`src/rtl/fft_pkg.sv`:
```
// Shared FFT datapath definitions: butterfly latency, a wide complex container,
// and the rounding / saturation helpers used by the butterfly stages.
package fft_pkg;

   localparam int BF_LATENCY = 4;
   localparam int WIDE_W     = 64;

   // Wide enough for any intermediate of the supported widths; callers cast down.
   typedef logic signed [WIDE_W-1:0] wide_t;

   typedef struct packed {
      wide_t re;
      wide_t im;
   } cplx_t;

   // Round-half-up arithmetic right shift.
   function automatic wide_t round_shift(wide_t v, int unsigned sh);
      wide_t half;
      if (sh == 0) return v;
      half = wide_t'(1) << (sh - 1);
      return (v + half) >>> sh;
   endfunction

   // Clamp to the signed range of an out_w-bit two's complement value.
   function automatic wide_t sat(wide_t v, int unsigned out_w);
      wide_t hi;
      wide_t lo;
      hi = (wide_t'(1) << (out_w - 1)) - wide_t'(1);
      lo = -(wide_t'(1) << (out_w - 1));
      if (v > hi) return hi;
      if (v < lo) return lo;
      return v;
   endfunction

endpackage

```
`src/rtl/cmplx_mult_rnd.sv`:
```
// Two-register complex multiplier: full-precision partial products, then
// combine and round-half-up back to Q0 with one guard bit of growth.
module cmplx_mult_rnd
   import fft_pkg::*;
#(
   parameter int IN_W = 17,
   parameter int TW_W = 10
) (
   input  logic            clk,
   input  logic            en,
   input  logic [IN_W-1:0] x_re,
   input  logic [IN_W-1:0] x_im,
   input  logic [TW_W-1:0] w_re,
   input  logic [TW_W-1:0] w_im,
   output logic [IN_W:0]   y_re,
   output logic [IN_W:0]   y_im
);

   localparam int          PW = IN_W + TW_W;
   localparam int unsigned SH = TW_W - 2;

   logic signed [PW-1:0] rr_q, ii_q, ri_q, ir_q;
   logic signed [IN_W:0] re_rnd, im_rnd;

   // Register the four full-precision partial products.
   always_ff @(posedge clk) begin
      if (en) begin
         rr_q <= PW'($signed(x_re)) * PW'($signed(w_re));
         ii_q <= PW'($signed(x_im)) * PW'($signed(w_im));
         ri_q <= PW'($signed(x_re)) * PW'($signed(w_im));
         ir_q <= PW'($signed(x_im)) * PW'($signed(w_re));
      end
   end

   // Combine at full precision before rounding so only one rounding error occurs.
   always_comb begin
      re_rnd = (IN_W + 1)'(round_shift(wide_t'(rr_q) - wide_t'(ii_q), SH));
      im_rnd = (IN_W + 1)'(round_shift(wide_t'(ri_q) + wide_t'(ir_q), SH));
   end

   // Register the rounded product.
   always_ff @(posedge clk) begin
      if (en) begin
         y_re <= re_rnd;
         y_im <= im_rnd;
      end
   end

endmodule

```
`src/rtl/butterfly_r2_cfg.sv`:
```
// Radix-2 butterfly with run-time DIF/DIT selection, optional per-sample 1-bit
// scaling, round-half-up and output saturation. Fixed 4 enabled-cycle latency.
// OUT_WIDTH must lie in [WIDTH, WIDTH+2].
module butterfly_r2_cfg
   import fft_pkg::*;
#(
   parameter int WIDTH     = 16,
   parameter int TW_WIDTH  = 10,
   parameter int OUT_WIDTH = WIDTH + 1
) (
   input  logic                 clk,
   input  logic                 rst,
   input  logic                 clk_en,
   input  logic                 i_valid,
   input  logic                 i_mode_dit,
   input  logic                 i_scale,
   input  logic [WIDTH-1:0]     a_real,
   input  logic [WIDTH-1:0]     a_imag,
   input  logic [WIDTH-1:0]     b_real,
   input  logic [WIDTH-1:0]     b_imag,
   input  logic [TW_WIDTH-1:0]  twiddle_real,
   input  logic [TW_WIDTH-1:0]  twiddle_imag,
   input  logic                 clr_ovf,
   output logic [OUT_WIDTH-1:0] y1_real,
   output logic [OUT_WIDTH-1:0] y1_imag,
   output logic [OUT_WIDTH-1:0] y2_real,
   output logic [OUT_WIDTH-1:0] y2_imag,
   output logic                 o_valid,
   output logic                 o_sat,
   output logic                 o_ovf_sticky
);

   localparam int SW = WIDTH + 1;  // stage-1 sum/difference width
   localparam int MW = WIDTH + 2;  // multiplier result width

   logic                    v1_q, v2_q, v3_q;
   logic                    dit1_q, dit2_q, dit3_q;
   logic                    sc1_q, sc2_q, sc3_q;
   logic signed [WIDTH-1:0] a1_re_q, a1_im_q;
   logic signed [SW-1:0]    sum1_re_q, sum1_im_q;
   logic signed [SW-1:0]    mx1_re_q, mx1_im_q;
   logic [TW_WIDTH-1:0]     w1_re_q, w1_im_q;
   logic signed [SW-1:0]    p2_re_q, p2_im_q, p3_re_q, p3_im_q;
   logic [MW-1:0]           t_re, t_im;
   cplx_t                   u1, u2;
   logic [OUT_WIDTH-1:0]    y1_re_d, y1_im_d, y2_re_d, y2_im_d;
   logic                    sat_d, sticky_d;

   // Valid pipeline: the only pipeline state cleared by reset.
   always_ff @(posedge clk) begin
      if (rst) begin
         v1_q <= 1'b0;
         v2_q <= 1'b0;
         v3_q <= 1'b0;
      end else if (clk_en) begin
         v1_q <= i_valid;
         v2_q <= v1_q;
         v3_q <= v2_q;
      end
   end

   // Data pipeline S1..S3; mode and scale travel alongside each sample.
   // The multiplier operand is A-B for DIF and B for DIT; the pass-through operand
   // is A+B for DIF and A for DIT.
   always_ff @(posedge clk) begin
      if (clk_en) begin
         dit1_q    <= i_mode_dit;
         sc1_q     <= i_scale;
         a1_re_q   <= $signed(a_real);
         a1_im_q   <= $signed(a_imag);
         sum1_re_q <= SW'($signed(a_real)) + SW'($signed(b_real));
         sum1_im_q <= SW'($signed(a_imag)) + SW'($signed(b_imag));
         mx1_re_q  <= i_mode_dit ? SW'($signed(b_real))
                                 : SW'($signed(a_real)) - SW'($signed(b_real));
         mx1_im_q  <= i_mode_dit ? SW'($signed(b_imag))
                                 : SW'($signed(a_imag)) - SW'($signed(b_imag));
         w1_re_q   <= twiddle_real;
         w1_im_q   <= twiddle_imag;
         dit2_q    <= dit1_q;
         sc2_q     <= sc1_q;
         p2_re_q   <= dit1_q ? SW'(a1_re_q) : sum1_re_q;
         p2_im_q   <= dit1_q ? SW'(a1_im_q) : sum1_im_q;
         dit3_q    <= dit2_q;
         sc3_q     <= sc2_q;
         p3_re_q   <= p2_re_q;
         p3_im_q   <= p2_im_q;
      end
   end

   cmplx_mult_rnd #(
      .IN_W (SW),
      .TW_W (TW_WIDTH)
   ) u_mult (
      .clk  (clk),
      .en   (clk_en),
      .x_re (mx1_re_q),
      .x_im (mx1_im_q),
      .w_re (w1_re_q),
      .w_im (w1_im_q),
      .y_re (t_re),
      .y_im (t_im)
   );

   // Final combine, optional scale and saturation. The DIT add/sub is formed wide
   // so A +/- T cannot wrap before the clamp.
   always_comb begin
      u1 = '0;
      u2 = '0;
      if (dit3_q) begin
         u1.re = wide_t'(p3_re_q) + wide_t'($signed(t_re));
         u1.im = wide_t'(p3_im_q) + wide_t'($signed(t_im));
         u2.re = wide_t'(p3_re_q) - wide_t'($signed(t_re));
         u2.im = wide_t'(p3_im_q) - wide_t'($signed(t_im));
      end else begin
         u1.re = wide_t'(p3_re_q);
         u1.im = wide_t'(p3_im_q);
         u2.re = wide_t'($signed(t_re));
         u2.im = wide_t'($signed(t_im));
      end
      if (sc3_q) begin
         u1.re = round_shift(u1.re, 1);
         u1.im = round_shift(u1.im, 1);
         u2.re = round_shift(u2.re, 1);
         u2.im = round_shift(u2.im, 1);
      end
      y1_re_d = OUT_WIDTH'(sat(u1.re, OUT_WIDTH));
      y1_im_d = OUT_WIDTH'(sat(u1.im, OUT_WIDTH));
      y2_re_d = OUT_WIDTH'(sat(u2.re, OUT_WIDTH));
      y2_im_d = OUT_WIDTH'(sat(u2.im, OUT_WIDTH));
      sat_d   = (sat(u1.re, OUT_WIDTH) != u1.re) | (sat(u1.im, OUT_WIDTH) != u1.im) |
                (sat(u2.re, OUT_WIDTH) != u2.re) | (sat(u2.im, OUT_WIDTH) != u2.im);
      // The set event is the saturated sample being loaded, so the flag rises
      // together with o_sat; a simultaneous clear loses.
      sticky_d = (clk_en & v3_q & sat_d) | (o_ovf_sticky & ~clr_ovf);
   end

   // S4 output registers; data and o_sat only reload when a valid sample arrives.
   always_ff @(posedge clk) begin
      if (rst) begin
         y1_real      <= '0;
         y1_imag      <= '0;
         y2_real      <= '0;
         y2_imag      <= '0;
         o_valid      <= 1'b0;
         o_sat        <= 1'b0;
         o_ovf_sticky <= 1'b0;
      end else begin
         if (clk_en) begin
            o_valid <= v3_q;
            if (v3_q) begin
               y1_real <= y1_re_d;
               y1_imag <= y1_im_d;
               y2_real <= y2_re_d;
               y2_imag <= y2_im_d;
               o_sat   <= sat_d;
            end
         end
         o_ovf_sticky <= sticky_d;
      end
   end

endmodule

```
`config.mk`:
```
export PLATFORM = sky130hd
export DESIGN_NAME = butterfly_r2_cfg
export DESIGN_NICKNAME = d
export VERILOG_FILES = /design/src/rtl/fft_pkg.sv /design/src/rtl/cmplx_mult_rnd.sv /design/src/rtl/butterfly_r2_cfg.sv
export SDC_FILE = /design/constraint.sdc
export NUM_CORES = 2
export LEC_CHECK = 0
export ABC_AREA = 1
export BUFFER_PORTS_ARGS = -buffer_cell sky130_fd_sc_hd__buf_2
export CORE_AREA = 5 5 313 315
export CTS_CLUSTER_DIAMETER = 60
export DETAILED_ROUTE_END_ITERATION = 7
export DIE_AREA = 0 0 318 320
export PLACE_DENSITY_LB_ADDON = 0.15
export SYNTH_ARGS = -nofsm -noshare
export SYNTH_HDL_FRONTEND = slang
export SYNTH_SLANG_ARGS = --single-unit
```
`constraint.sdc`:
```
create_clock -name clk -period 8.3 [get_ports clk]
set_input_delay 1.245 -clock clk [delete_from_list [all_inputs] [get_ports clk]]
set_output_delay 1.245 -clock clk [all_outputs]
set_load 0.01 [all_outputs]
```
==> flow_summary.toml <==
[run_status]
status = "finished, final reports clean"

[logic_synthesis]
ys_types = 70
synth-simple-area-share_pct = 21.02
synth_xor_area_share_pct = 3.249
syn-cell-area_sq_mm = 0.05338
synth_edf_count = 334
synth_warnings = 0
synth_top_family_by_area = "adder cells"
synth_fa_ha_area_share_pct = 34.36
syn_nets = 7874
synth_compound_area_share_pct = 7.548
synthCells = 6665
muxShareOfSynthArea_pct = 0.6704
synth_top_area_share_pct = 21.75
synth_area_leaders = "fa_1 22%, edfxtp_1 19%, ha_1 13%, nand2_1 12%, inv_1 9.1%"
synth_top_cell_by_area = "fa_1"
synthFlopType = "edfxtp_1"
ys_seq_area_share_pct = 21.57
ys_ff_latch = 408
yosysMostFrequentCell = "nand2_1"
syn_area_per_cell_sq_um = 8.008
yosys-top-cells-count = "1705 x nand2_1, 1295 x inv_1, 580 x fa_1"
synthArstFlopShare_pct = 0

[setup_path]
reg2reg_setup_slack_ps = 1400
startpoint = "w1_re_q[2]"
setup.worst_path.start_class = "flop"
timing.rr.start = "w1_re_q[2]"
required_ps = 8720
cp_max_fo = 26
reg2reg_to = "u_mult.rr_q[25]"
cp.arrival_ps = 7320
critPathKind = "reg2reg"
reg2regPathDepth = 24
crit_path_end_kind = "flop"

[cts]
cts_tree = "yes"
cts_buffers = 60
htree_levels = 2
cts_buffer_depth = 3
cts.repair.resized = 0
clk_pin_slew_ps = 60
post-cts-setup-buffer-count = 0
cts_root_buf = "clkbuf_16"
clock-sinks = 408
clkLatencyLatePin_ps = 700
cts_hold_buf = 0

[floorplan]
dieHeight_um = 320
row_count = 113
initial_core_util_pct = 56.43
coreArea_sq_mm = 0.09459
fp.dieW_um = 318
io_pins = 162
die_area_sq_mm = 0.1018

[min_path]
worstHoldPathType = "reg2reg"
min_from = "p2_im_q[7]"
whs_endpoint = "p3_im_q[7]"
worstHoldPathCells = 0

[finish]
area_growth_pct = 7.281
fillCellCount = 8583
drive_above_1_share_pct = 8.651
nets = 7908

[route]
viasPerCell = 5.422
num_vias = 43480
detail_route.wirelength_um = 145100
wl_per_cell_um = 18.10
drc_errors = 0
first_pass_iters = 6
drt_iter0_markers = 3035
detail-route-antenna-nets = 0

[global_routing]
met3_usage_pct = 3.465
met2_usage_pct = 49.01
grt_max_degree = 132
grt_util_met1_pct = 37.11
grt_pass1_wl_um = 233100
first_global_vias = 43610
grt-ovfl-total = 0
antenna_found_initial = 8
grt_busiest_layer = "met2"
grtUsageTotal_pct = 28.50

[job]
cap_violations = 0

[sta]
slew-limit-headroom_pct = 14.85
hold_viol = 0
period_share_pct = 83.16
fmax_mhz = 144.9
finalCriticalPeriod_ps = 6902
rsz0062_at_grt = "no"
clock_skew_ps = 33.89
final-max-slew-violation-count = 0
fin_tns_setup_ps = 0
worst_slew_pin_slew_ps = 1277
setup_violations = 0

[place]
globalplace.congestion = 0.9575
dp_hpwl_um = 115800
io_buffers = 161
[final cells by class]
class / instances / area, sq um / area share [%]
multi-input combinational: 4672 / 35680 / 62.31
sequential: 408 / 11510 / 20.10
inverter: 1326 / 4994 / 8.720
tap: 1265 / 1583 / 2.764
clock buffer: 65 / 1520 / 2.655
timing repair buffer: 231 / 1379 / 2.408
clock inverter: 49 / 588.1 / 1.027
antenna: 3 / 7.507 / 0.01311
[flip-flops by register name (all words and copies together), names as in the netlist, 18 cells and up]
register	cells
u_mult.ir_q	26
u_mult.y_re	18
u_mult.y_im	18
u_mult.ri_q	26
u_mult.ii_q	26
u_mult.rr_q	26
[critical path: stages (launching register included)]
cell	delay, ps
edfxtp_1	1200
nand2_1	190
fa_1	550
inv_1	60
fa_1	450
ha_1	290
inv_1	50
fa_1	520
inv_1	50
fa_1	470
ha_1	360
a21oi_1	210
a21oi_1	80
o21ai_0	170
nand2_1	110
a31oi_1	240
o21ai_0	210
a31oi_1	360
o21bai_1	170
a21boi_0	300
o21ai_0	190
a21oi_1	150
nor2_1	60
nor2_1	100
xor2_1	70
[logic make-up after synthesis]
kind of cell	Yosys count
buf+inv	1585
fa+ha+maj	1118
xor+xnor	198
compound gates	706
flops	408
simple gates	2618
mux	32
[through the flow]
step	std cells	worst slack, ps	hold WS [ps]	area [sq um]	utilization (%)
global route	8016	724.6	424.1	57250	60.53
floorplan	6665	2298	400.3	53380	-
detailed placement	7902	1492	405.2	55150	58.30
CTS	8016	1477	419.6	57250	60.53
global placement	7902	1586	401.7	55150	58.30
finish	8019	1398	417.6	57260	60.54
[worst max-delay path by stage]
| stage | end | slack (ps) |
|---|---|---|
| 4_1_cts | u_mult.rr_q[25] | 1480 |
| 3_5_place_dp | u_mult.rr_q[25] | 1490 |
| 3_3_place_gp | u_mult.rr_q[25] | 1590 |
| 6_report | u_mult.rr_q[25] | 1400 |
| 2_1_floorplan | u_mult.ir_q[24] | 2300 |
| 5_1_grt | u_mult.rr_q[25] | 720 |
[per-layer routing]
metal | share of wire (%) | vias up
met5 | 0.016 | -
met3 | 5.7 | 324
met4 | 4.5 | 4
li1 | - | 20960
met2 | 48 | 1375
met1 | 42 | 20820
[cells in the final DEF (no fill, tap or decap), types with 60 or more instances in the layout]
cell,instances
xnor2_1,71
nand2_1,1705
o21ai_0,208
ha_1,538
edfxtp_1,334
nand3_1,331
buf_2,160
a21oi_1,305
nand4_1,85
nor2_1,273
inv_1,1293
clkbuf_16,60
xor2_1,127
buf_4,67
dfxtp_1,74
fa_1,580
Power is left out: the tool's default activity adds up to more than one toggle a clock period on the data nets, which glitch-free logic cannot reach.
